### src/rtl/ifu_fetch_if.sv
`default_nettype none
// ============================================================================
//  Module      : ifu_fetch_if
//  Description : Signal bundle between the instruction-fetch unit, the
//                combinational instruction memory and the decode stage.
//                The fetch unit takes the master modport and the
//                surrounding pipeline/IM takes the slave modport.
//  Revision    : 1.0  initial release
// ============================================================================
interface ifu_fetch_if;
    logic        stall;
    logic [1:0]  npc_sel;
    logic [15:0] br_off;
    logic [25:0] j_index;
    logic [31:0] jr_target;
    logic [31:0] im_addr;
    logic [31:0] im_instr;
    logic [31:0] if_instr;
    logic [31:0] if_pc;
    logic [31:0] if_pc8;
    logic        if_valid;
    logic        if_err;

    modport master (
        input  stall, npc_sel, br_off, j_index, jr_target, im_instr,
        output im_addr, if_instr, if_pc, if_pc8, if_valid, if_err
    );

    modport slave (
        output stall, npc_sel, br_off, j_index, jr_target, im_instr,
        input  im_addr, if_instr, if_pc, if_pc8, if_valid, if_err
    );
endinterface
`default_nettype wire

### src/rtl/ifu_fetch.sv
`default_nettype none
// ============================================================================
//  Module      : ifu_fetch
//  Description : Instruction-fetch stage. Owns the PC, addresses the
//                zero-latency IM, captures the returned word into the IF/ID
//                register and applies decode-stage redirects with MIPS
//                delay-slot semantics. Bad fetch addresses yield a nop with
//                if_err set.
//  Revision    : 1.0  initial release
// ============================================================================
module ifu_fetch #(
    parameter logic [31:0] PC_RESET = 32'h0000_3000,
    parameter logic [31:0] IM_BASE  = 32'h0000_3000,
    parameter int          IM_DEPTH = 1024
) (
    input  wire logic      clk,
    input  wire logic      reset,
    ifu_fetch_if.master    bus
);

    // 33-bit upper bound so a window ending at 2^32 does not wrap to zero
    localparam logic [32:0] c_IM_LIMIT     = {1'b0, IM_BASE} + 33'(4 * IM_DEPTH);
    localparam logic [31:0] c_PC_RESET_P8  = PC_RESET + 32'd8;

    localparam logic [1:0]  c_SEL_SEQ  = 2'b00;
    localparam logic [1:0]  c_SEL_BR   = 2'b01;
    localparam logic [1:0]  c_SEL_J    = 2'b10;
    localparam logic [1:0]  c_SEL_JR   = 2'b11;

    typedef enum logic [0:0] {
        S_EMPTY = 1'b0,
        S_FETCH = 1'b1
    } state_t;

    state_t      r_state;
    state_t      w_state_nxt;

    logic [31:0] r_pc;
    logic [31:0] r_if_instr;
    logic [31:0] r_if_pc;
    logic [31:0] r_if_pc8;
    logic        r_if_err;

    logic        w_bad;
    logic [31:0] w_capture;
    logic [1:0]  w_sel;
    logic [31:0] w_if_pc_plus4;
    logic [31:0] w_br_target;
    logic [31:0] w_j_target;
    logic [31:0] w_pc_nxt;

    // Fetch address check and instruction capture value
    assign w_bad     = (r_pc[1:0] != 2'b00) ||
                       (r_pc < IM_BASE) ||
                       ({1'b0, r_pc} >= c_IM_LIMIT);
    assign w_capture = w_bad ? 32'h0 : bus.im_instr;

    // Redirect targets are computed from the instruction sitting in ID
    assign w_if_pc_plus4 = r_if_pc + 32'd4;
    assign w_br_target   = w_if_pc_plus4 + {{14{bus.br_off[15]}}, bus.br_off, 2'b00};
    assign w_j_target    = {w_if_pc_plus4[31:28], bus.j_index, 2'b00};

    // A redirect from an empty ID stage is meaningless, so force sequential
    assign w_sel = (r_state == S_FETCH) ? bus.npc_sel : c_SEL_SEQ;

    // Next state and next PC; stall freezes both
    always_comb begin
        w_state_nxt = r_state;
        w_pc_nxt    = r_pc;
        if (!bus.stall) begin
            w_state_nxt = S_FETCH;
            case (w_sel)
                c_SEL_BR: w_pc_nxt = w_br_target;
                c_SEL_J:  w_pc_nxt = w_j_target;
                c_SEL_JR: w_pc_nxt = bus.jr_target;
                default:  w_pc_nxt = r_pc + 32'd4;
            endcase
        end
    end

    // State register; only reset returns the stage to EMPTY
    always_ff @(posedge clk or posedge reset) begin
        if (reset) begin
            r_state <= S_EMPTY;
        end else begin
            r_state <= w_state_nxt;
        end
    end

    // PC and IF/ID register; the delay-slot word is captured like any other
    always_ff @(posedge clk or posedge reset) begin
        if (reset) begin
            r_pc       <= PC_RESET;
            r_if_instr <= 32'h0;
            r_if_pc    <= PC_RESET;
            r_if_pc8   <= c_PC_RESET_P8;
            r_if_err   <= 1'b0;
        end else if (!bus.stall) begin
            r_pc       <= w_pc_nxt;
            r_if_instr <= w_capture;
            r_if_pc    <= r_pc;
            r_if_pc8   <= r_pc + 32'd8;
            r_if_err   <= w_bad;
        end
    end

    assign bus.im_addr  = r_pc;
    assign bus.if_instr = r_if_instr;
    assign bus.if_pc    = r_if_pc;
    assign bus.if_pc8   = r_if_pc8;
    assign bus.if_valid = (r_state == S_FETCH);
    assign bus.if_err   = r_if_err;

endmodule
`default_nettype wire

### src/flat_wrapper.sv
// flat-port wrapper written by rule: the top's interface ports become plain ports
module ifu_fetch_flat 
#(
    parameter logic [31:0] PC_RESET = 32'h0000_3000,
    parameter logic [31:0] IM_BASE  = 32'h0000_3000,
    parameter int          IM_DEPTH = 1024
)
  (clk, reset, bus_stall, bus_npc_sel, bus_br_off, bus_j_index, bus_jr_target, bus_im_instr, bus_im_addr, bus_if_instr, bus_if_pc, bus_if_pc8, bus_if_valid, bus_if_err);
  ifu_fetch_if bus_i ();
  input  wire logic clk;
  input  wire logic reset;
  input wire logic [$bits(bus_i.stall)-1:0] bus_stall;
  input wire logic [$bits(bus_i.npc_sel)-1:0] bus_npc_sel;
  input wire logic [$bits(bus_i.br_off)-1:0] bus_br_off;
  input wire logic [$bits(bus_i.j_index)-1:0] bus_j_index;
  input wire logic [$bits(bus_i.jr_target)-1:0] bus_jr_target;
  input wire logic [$bits(bus_i.im_instr)-1:0] bus_im_instr;
  output wire logic [$bits(bus_i.im_addr)-1:0] bus_im_addr;
  output wire logic [$bits(bus_i.if_instr)-1:0] bus_if_instr;
  output wire logic [$bits(bus_i.if_pc)-1:0] bus_if_pc;
  output wire logic [$bits(bus_i.if_pc8)-1:0] bus_if_pc8;
  output wire logic [$bits(bus_i.if_valid)-1:0] bus_if_valid;
  output wire logic [$bits(bus_i.if_err)-1:0] bus_if_err;
  assign bus_i.stall = bus_stall;
  assign bus_i.npc_sel = bus_npc_sel;
  assign bus_i.br_off = bus_br_off;
  assign bus_i.j_index = bus_j_index;
  assign bus_i.jr_target = bus_jr_target;
  assign bus_i.im_instr = bus_im_instr;
  assign bus_im_addr = bus_i.im_addr;
  assign bus_if_instr = bus_i.if_instr;
  assign bus_if_pc = bus_i.if_pc;
  assign bus_if_pc8 = bus_i.if_pc8;
  assign bus_if_valid = bus_i.if_valid;
  assign bus_if_err = bus_i.if_err;
  ifu_fetch #(.PC_RESET(PC_RESET), .IM_BASE(IM_BASE), .IM_DEPTH(IM_DEPTH)) u_core (.clk(clk), .reset(reset), .bus(bus_i));
endmodule
### config.mk
export PLATFORM = sky130hd
export DESIGN_NAME = ifu_fetch_flat
export DESIGN_NICKNAME = d
export VERILOG_FILES = /design/src/rtl/ifu_fetch_if.sv /design/src/rtl/ifu_fetch.sv /design/src/flat_wrapper.sv
export SDC_FILE = /design/constraint.sdc
export NUM_CORES = 1
export LEC_CHECK = 0
export CAP_MARGIN = 10
export CORE_MARGIN = 1
export CORE_UTILIZATION = 49
export CTS_CLUSTER_SIZE = 28
export DETAILED_ROUTE_END_ITERATION = 10
export MAX_ROUTING_LAYER = met4
export PLACE_DENSITY_LB_ADDON = 0.2
export SETUP_SLACK_MARGIN = 0.05
export SYNTH_ARGS = -nofsm -noshare
export SYNTH_HDL_FRONTEND = slang
export SYNTH_SLANG_ARGS = --single-unit
### constraint.sdc
create_clock -name clk -period 5.9 [get_ports clk]
set_clock_uncertainty 0.2 [all_clocks]
set_input_delay 1.18 -clock clk [delete_from_list [all_inputs] [get_ports clk]]
set_output_delay 1.18 -clock clk [all_outputs]
set_load 0.005 [all_outputs]
# After elaboration in Yosys (flattened, before gate mapping)
# Cells that the tools add are included.
# classes
reduce_logical,3
add_sub_neg,4
mux,3
magnitude_cmp,2
n_eq_ne,3
# op_table
cell,count
$pmux W32 S3,1
$add A32 B3 Y32 const B,2
$add A32 B32 Y32,1
$add A32 B4 Y32 const B,1
$ge A32 B15 Y1 const B,1
$lt A32 B14 Y1 const B,1
$mux W32,1
$eq A2 B2 Y1 const B,2
$eq A2 B1 Y1 const B,1
$logic_or A1 B1 Y1,2
$mux W2,1
$reduce_bool A2 Y1,1
# word_totals
out_inout_bits,130
word_cells,21
inputBits,111
reg_bits,130

# Logic depth before layout (Yosys ltp)
# Gate-level depths: netlist of the first run.
# depth
depth_word,4
depth_mapped,16

# Worst setup path before layout of the first run
# Ideal clock, no wire load.
# synth_timing
path_kind,reg2reg
from,"reg, netlist name u_core.bus.if_pc8[2]"
to,"reg u_core.r_pc[31], in the netlist u_core.bus.im_addr[31]"
setup_time_ns,0.069
slack_ns,2.341
path_stages_with_launch,16
arrival_ns,3.291
path_buffers,0
path_cell_list,dfrtp_1 ha_1 nand3_1 or2_2 inv_1 nand3_1 xnor2_1 ha_1 nand4_1 a211oi_2 nor2_1 o31a_1 o211ai_2 a41oi_1 or4_1 nand3_1
# synth_lines
element,line_no,text
end signal: assignment,ifu_fetch.sv:99,r_pc <= w_pc_nxt;
end: declaration,ifu_fetch.sv:38,logic [31:0] r_pc;

# Worst setup path after layout of the first run
# layout_timing
from,in bus_br_off[0]
to,"reg u_core.r_pc[18], in the netlist u_core.bus.im_addr[18]"
# layout_via
elab_chain_len,2
# layout_rtl
element,line_no,text
start: declaration,flat_wrapper.sv:14,input wire logic [$bits(bus_i.br_off)-1:0] bus_br_off;
$add A32 B32 Y32,ifu_fetch.sv:60,"assign w_br_target = w_if_pc_plus4 + {{14{bus.br_off[15]}}, bus.br_off, 2'b00};"
$pmux W32 S3,ifu_fetch.sv:72,case (w_sel)
# Every way passes these cells.
# A chain may end at the register's enable or synchronous reset.

==> results of run 1 <==
==> worst paths after layout <==
check / to / slack, ns / depth (start not counted) / from
worst min-delay path: u_core.bus.if_pc8[29] / 0.29 / 2 / u_core.bus.if_pc8[29]
worst max-delay path: u_core.bus.im_addr[18] / 1.65 / 13 / bus_br_off[0]
worst min register to register: u_core.bus.if_pc8[29] / 0.29 / 2 / u_core.bus.if_pc8[29]
min in group asynchronous: u_core.bus.if_instr[0] / 1.01 / 2 / reset
worst max register to register: u_core.bus.im_addr[29] / 1.71 / 16 / u_core.bus.if_pc8[2]
max in group asynchronous: u_core.bus.im_addr[13] / 3.47 / 3 / reset
==> registers in the layout (all words and copies together) (netlist names) <==
register             flops
u_core.bus.if_err        1
u_core.bus.if_pc        29
u_core.bus.if_valid      1
u_core.bus.if_pc8       32
u_core.bus.im_addr      32
u_core.bus.if_instr     32
==> synthesized netlist by cell type, types with 4 or more instances <==
cell type / number
ha_1: 40
nor3_1: 16
o211ai_1: 9
nand3_1: 38
inv_1: 24
mux2i_1: 5
o221ai_1: 4
nand2_1: 124
and3_1: 15
a21o_1: 8
a21oi_1: 67
xor2_1: 33
o21a_1: 4
o22ai_1: 5
a31oi_1: 8
nor4_1: 7
and4_1: 7
nor2b_1: 4
xnor2_1: 49
mux2_2: 26
buf_1: 11
o21ai_1: 4
a221oi_1: 11
dfstp_2: 7
dfrtp_1: 120
nand2b_1: 6
clkbuf_1: 39
and2_1: 6
nand4_1: 28
a221o_1: 5
a22o_1: 32
nor2_1: 73
o21ai_0: 70
a211oi_1: 6
==> critical path, stage by stage <==
cell and delay, ns:
clkdlybuf4s50_1 0.42, ha_1 0.23, inv_1 0.08, fa_1 0.17, nor2b_1 0.07, o31a_1 0.29
o41ai_2 0.36, o21ai_1 0.25, o21ai_0 0.45, o21ai_1 0.15, xor2_1 0.18, a221oi_1 0.37
o21ai_0 0.13
==> final cells by class <==
type,count,area [sq um]
inverter,24,92.6
sequential,127,3190
tap,220,275
fill,1399,5150
multi-input combinational,763,4970
clock inverter,15,185
timing repair buffer,250,2470
clock buffer,17,425
==> metal layers <==
layer | share of wire | up-vias | wire length (microns) | track usage
met4 | 0.026 | 0 | 791 | 0.114
met1 | 0.41 | 4104 | 12600 | 0.466
met5 | 0 | - | 0 | -
li1 | - | 3959 | - | -
met3 | 0.092 | 66 | 2790 | 0.0654
met2 | 0.47 | 521 | 14200 | 0.557
==> through the flow <==
stage	util	power [mW]	std cells	area, sq um	setup WS (ns)
3_5_place_dp	0.657	2.75	1384	11000	1.25
2_1_floorplan	-	2.05	970	8470	1.15
3_3_place_gp	0.657	2.75	1384	11000	1.15
6_report	0.693	3.87	1416	11600	1.65
5_1_grt	0.693	4.06	1416	11600	1.44
4_1_cts	0.693	3.86	1416	11600	1.66
==> layout by cell type, fill, tap and decap left out, types with 8 or more instances in the layout <==
master / netlist / routed
nor2_1: 73 / 72
o211ai_1: 9 / 9
xnor2_1: 49 / 49
o21ai_0: 70 / 70
nor3_1: 16 / 16
a21o_1: 8 / 8
buf_4: 3 / 11
a221oi_1: 11 / 11
inv_1: 24 / 23
ha_1: 40 / 40
xor2_1: 33 / 33
nand2_1: 124 / 124
nand3_1: 38 / 38
clkdlybuf4s50_1: 0 / 239
mux2_2: 26 / 26
dfrtp_1: 120 / 120
clkbuf_16: 0 / 17
a31oi_1: 8 / 8
a21oi_1: 67 / 67
a22o_1: 32 / 32
and3_1: 15 / 15
nand4_1: 28 / 28
==> logic make-up after synthesis <==
kind of cell	count (synthesis)	synth area share
AOI/OAI and AO/OA	270	0.212
buffers and inverters	80	0.0372
DFF	127	0.376
xor gates and xnor gates	82	0.0848
muxes	31	0.0405
adders and majority gates	41	0.0614
and+or+nand+nor	339	0.188
==> power by group through the flow <==
stage / Clock (mW) / Combinational [mW] / Sequential, mW
floorplan: 0 / 0.849 / 1.20
global placement: 0 / 1.44 / 1.31
detailed placement: 0 / 1.44 / 1.31
CTS: 1.11 / 1.45 / 1.30
global route: 1.15 / 1.58 / 1.33
finish: 1.10 / 1.46 / 1.31
==> results_dict.tcl, run 1 <==
set metrics [dict create \
    first_pass_iters 6 \
    clockBufferDepth 2 \
    vias 8650 \
    clk_latency_ns 0.42 \
    cts_tree "yes" \
    ios 241 \
    fin_nets 1335 \
    drtIter0Drc 808 \
    cts.htree.levels 4 \
    ctsResizeCount 0 \
    first_global_vias 8366 \
    drive_gt1_frac 0.0753 \
    hold_ws_ns 0.287 \
    diodes 0 \
    pwr-share-clk 0.285 \
    crit_type "input pin to flip-flop" \
    cts_hold_buf 0 \
    ys_ff_latch 127 \
    outcome "complete, no violations" \
    synth_edf_count 0 \
    fin_setup_tns_ns 0 \
    vias_per_cell 6.11 \
    synth_top_area_frac 0.354 \
    power_frac_comb 0.377 \
    sequentialPowerShare 0.338 \
    max_freq_ghz 0.235 \
    end_kind "flip-flop" \
    irDropWorstVdd_v 0.000352 \
    p_sw_frac 0.376 \
    grt-ovfl-total 0 \
    core_area_sq_um 16800 \
    place_congestion 0.945 \
    post_drt_wl_per_cell_microns 21.5 \
    ys_types 75 \
    wl_mm 30.4 \
    rsz0062_at_grt "false" \
    clock_sinks 127 \
    syn-num-nets 1122 \
    final_max_slew_viol_count 0 \
    start_util 0.506 \
    drc 0 \
    holdCritPathClass "flip-flop to flip-flop" \
    tightest_slew_ns 0.926 \
    switchingPower_mw 1.45 \
    ys.warnings.count 0 \
    synth_top_area_cell "dfrtp_1" \
    finalHoldViolCount 0 \
    hpwl_mm 22.6 \
    power.leakage_nw 4.77 \
    cts_buffers 17 \
    cts_root_buffer "clkbuf_16" \
    ant_nets 0 \
    die_x_microns 134 \
    synthesis.area_sq_um 8470 \
    synthTopCellsByArea "dfrtp_1 35%, ha_1 5.9%, nand2_1 5.5%, xnor2_1 5.1%, o21ai_0 4.1%" \
    synth_cells 970 \
    slew_headroom 0.383 \
    arrival_ns 4.33 \
    max_cap_violations 0 \
    start_kind "input pin" \
    syn_area_per_cell_sq_um 8.74 \
    port_buffers 240 \
    period_minus_slack_ns 4.25 \
    postSynth.asyncResetShare 1.00 \
    crit_required_ns 5.99 \
    antenna_found_initial 0 \
    grt_pass1_wl_mm 46.8 \
    synthFlopType "dfrtp_1" \
    clk_pin_slew_worst_paths_ns 0.06 \
    track_usage 0.356 \
    p_int_mw 2.41 \
    syn2layout_area_growth_pct 37.1 \
    p_per_area_nw_per_um2 333 \
    post-cts-setup-buffers 0 \
    grt_max_degree 91 \
    die-height_microns 134 \
    path_max_fanout 4 \
    min_period_over_period 0.720 \
    setup_viol 0 \
    dieArea_sq_um 17800 \
    rows 47 \
    ys_seq_area_frac 0.376 \
]
No activity file was read; power rests on OpenSTA's default activity.
==> inputs of run 2 (changes only) <==
CORE_UTILIZATION = 44   (was 49)
clock period = 3.9 ns   (was 5.9 ns; I/O delays follow)
==> results_dict.tcl, run 2 (same netlist as run 1, synthesis figures left out) <==
set metrics [dict create \
    rsz0062_at_grt "true" \
    start_util 0.451 \
    first_pass_iters 5 \
    start_kind "flip-flop" \
    period_minus_slack_ns 3.73 \
    fin_nets 1400 \
    placed_cells 1459 \
    grt_max_degree 118 \
    grt_pass1_wl_mm 47.6 \
    die-height_microns 141 \
    diodes 0 \
    post_drt_wl_per_cell_microns 20.7 \
    nFillCells 1616 \
    cts.htree.levels 4 \
    final_cell_count_no_fill 1495 \
    hpwl_mm 23.5 \
    max_cap_violations 0 \
    cts_root_buffer "clkbuf_16" \
    finalHoldViolCount 0 \
    sequentialPowerShare 0.306 \
    clockBufferDepth 2 \
    min_period_over_period 0.957 \
    cts_hold_buf 0 \
    setup_viol 0 \
    die_x_microns 141 \
    p_int_mw 3.93 \
    irDropWorstVdd_v 0.000385 \
    syn2layout_area_growth_pct 45.0 \
    pwr-share-clk 0.281 \
    drive_gt1_frac 0.136 \
    p_sw_frac 0.362 \
    mostFrequentLayoutCells "239 x clkdlybuf4s50_1, 123 x nand2_1, 120 x dfrtp_1" \
    cts_tree "yes" \
    end_kind "flip-flop" \
    p_per_area_nw_per_um2 502 \
    fin_setup_tns_ns 0 \
    path_max_fanout 5 \
    slew_headroom 0.412 \
    clk_pin_slew_worst_paths_ns 0.06 \
    clk_latency_ns 0.42 \
    crit_type "flip-flop to flip-flop" \
    dieArea_sq_um 19800 \
    vias_per_cell 5.92 \
    grt-ovfl-total 0 \
    ant_nets 0 \
    antenna_found_initial 0 \
    drc 0 \
    switchingPower_mw 2.23 \
    finalPower_mw 6.16 \
    drtIter0Drc 810 \
    cts_buffers 17 \
    track_usage 0.323 \
    rrSetupSlack_ns 0.17 \
    tightest_slew_ns 0.881 \
    wl_mm 31.0 \
    crit_required_ns 3.98 \
    final_max_slew_viol_count 0 \
    max_freq_ghz 0.268 \
    first_global_vias 8579 \
    vias 8843 \
    arrival_ns 3.81 \
    outcome "complete, no violations" \
    final_common_cell "clkdlybuf4s50_1" \
    holdCritPathClass "flip-flop to flip-flop" \
    ios 241 \
    clock_sinks 127 \
    place_congestion 0.993 \
    core_area_sq_um 18800 \
    power_frac_comb 0.413 \
    power.leakage_nw 5.13 \
    rows 50 \
    port_buffers 240 \
]
run 2: changes by cell type in the layout (fill, tap and decap cells not counted), moves of 3 or more:
cell	before	now
nor2_1	72	68
inv_8	5	0
a21oi_1	67	62
buf_4	11	73
o21ai_1	4	7
o21ai_0	70	67
nor2_2	1	4
a21oi_2	1	6
clkinv_4	1	5
buf_12	0	3
run 2: what timing repair did:
item                                    in CTS  in global routing
buffers inserted                             0                  4
endpoints found under the setup margin       0                 16
endpoints found under the hold margin        0                  0
gates resized for setup                      0                 25
run 2: worst paths after layout:
path                                            from  cells after the start                      to
min in group asynchronous                      reset                      2    u_core.bus.if_pc8[4]
worst min-delay path            u_core.bus.if_pc8[5]                      2    u_core.bus.if_pc8[5]
worst min register to register  u_core.bus.if_pc8[5]                      2    u_core.bus.if_pc8[5]
worst max register to register  u_core.bus.if_pc[13]                     15  u_core.bus.im_addr[29]
max in group asynchronous                      reset                      3    u_core.bus.if_pc[24]
worst max-delay path            u_core.bus.if_pc[13]                     15  u_core.bus.im_addr[29]
run 2: metrics by stage:
step / setup WS [ns] / utilization / hold WS [ns] / area (sq um)
final: 0.168 / 0.655 / 0.282 / 12300
after global routing: 0.0116 / 0.655 / 0.297 / 12300
after CTS: 0.144 / 0.647 / 0.290 / 12200
after detailed placement: 0.0491 / 0.614 / 0.274 / 11500
after global placement: 0.0801 / 0.614 / 0.266 / 11500
after floorplan: 0.341 / - / 0.275 / 8480
run 2: cell type report:
| cell class | count | area, sq um | area share |
|---|---|---|---|
| Clock buffer | 18 | 429 | 0.0349 |
| Clock inverter | 14 | 204 | 0.0166 |
| Inverter | 24 | 93.8 | 0.00764 |
| Multi-Input combinational cell | 763 | 5080 | 0.413 |
| Sequential cell | 127 | 3190 | 0.259 |
| Tap cell | 234 | 293 | 0.0238 |
| Timing Repair Buffer | 315 | 3000 | 0.244 |
run 2: power by group through the flow:
| stage | logic (mW) | registers (mW) | clock network (mW) |
|---|---|---|---|
| 2_1_floorplan | 1.28 | 1.81 | 0 |
| 3_3_place_gp | 2.43 | 1.89 | 0 |
| 3_5_place_dp | 2.43 | 1.89 | 0 |
| 4_1_cts | 2.46 | 1.88 | 1.74 |
| 5_1_grt | 2.74 | 1.92 | 1.81 |
| 6_report | 2.55 | 1.89 | 1.73 |
run 2: routing by layer:
metal  part of all wire  vias to the layer above  GRT usage
li1                   -                     4090          -
met1               0.42                     4258      0.413
met2               0.47                      437      0.511
met3              0.080                       58     0.0601
met4              0.033                        0      0.116
met5                  0                        -          -
run 2: worst max-delay path, stage by stage, from the launching register on:
cell      delay [ns]
dfstp_2         0.56
nand4_1         0.12
or2_2           0.34
or3_4           0.44
nor2_4          0.11
nand4_1         0.11
xnor2_1         0.15
ha_1            0.30
a21o_1          0.24
a21oi_2         0.18
o2111a_1        0.20
o211ai_1        0.10
nand2_1         0.13
xnor2_1         0.08
a221oi_1        0.27
a21oi_1         0.07
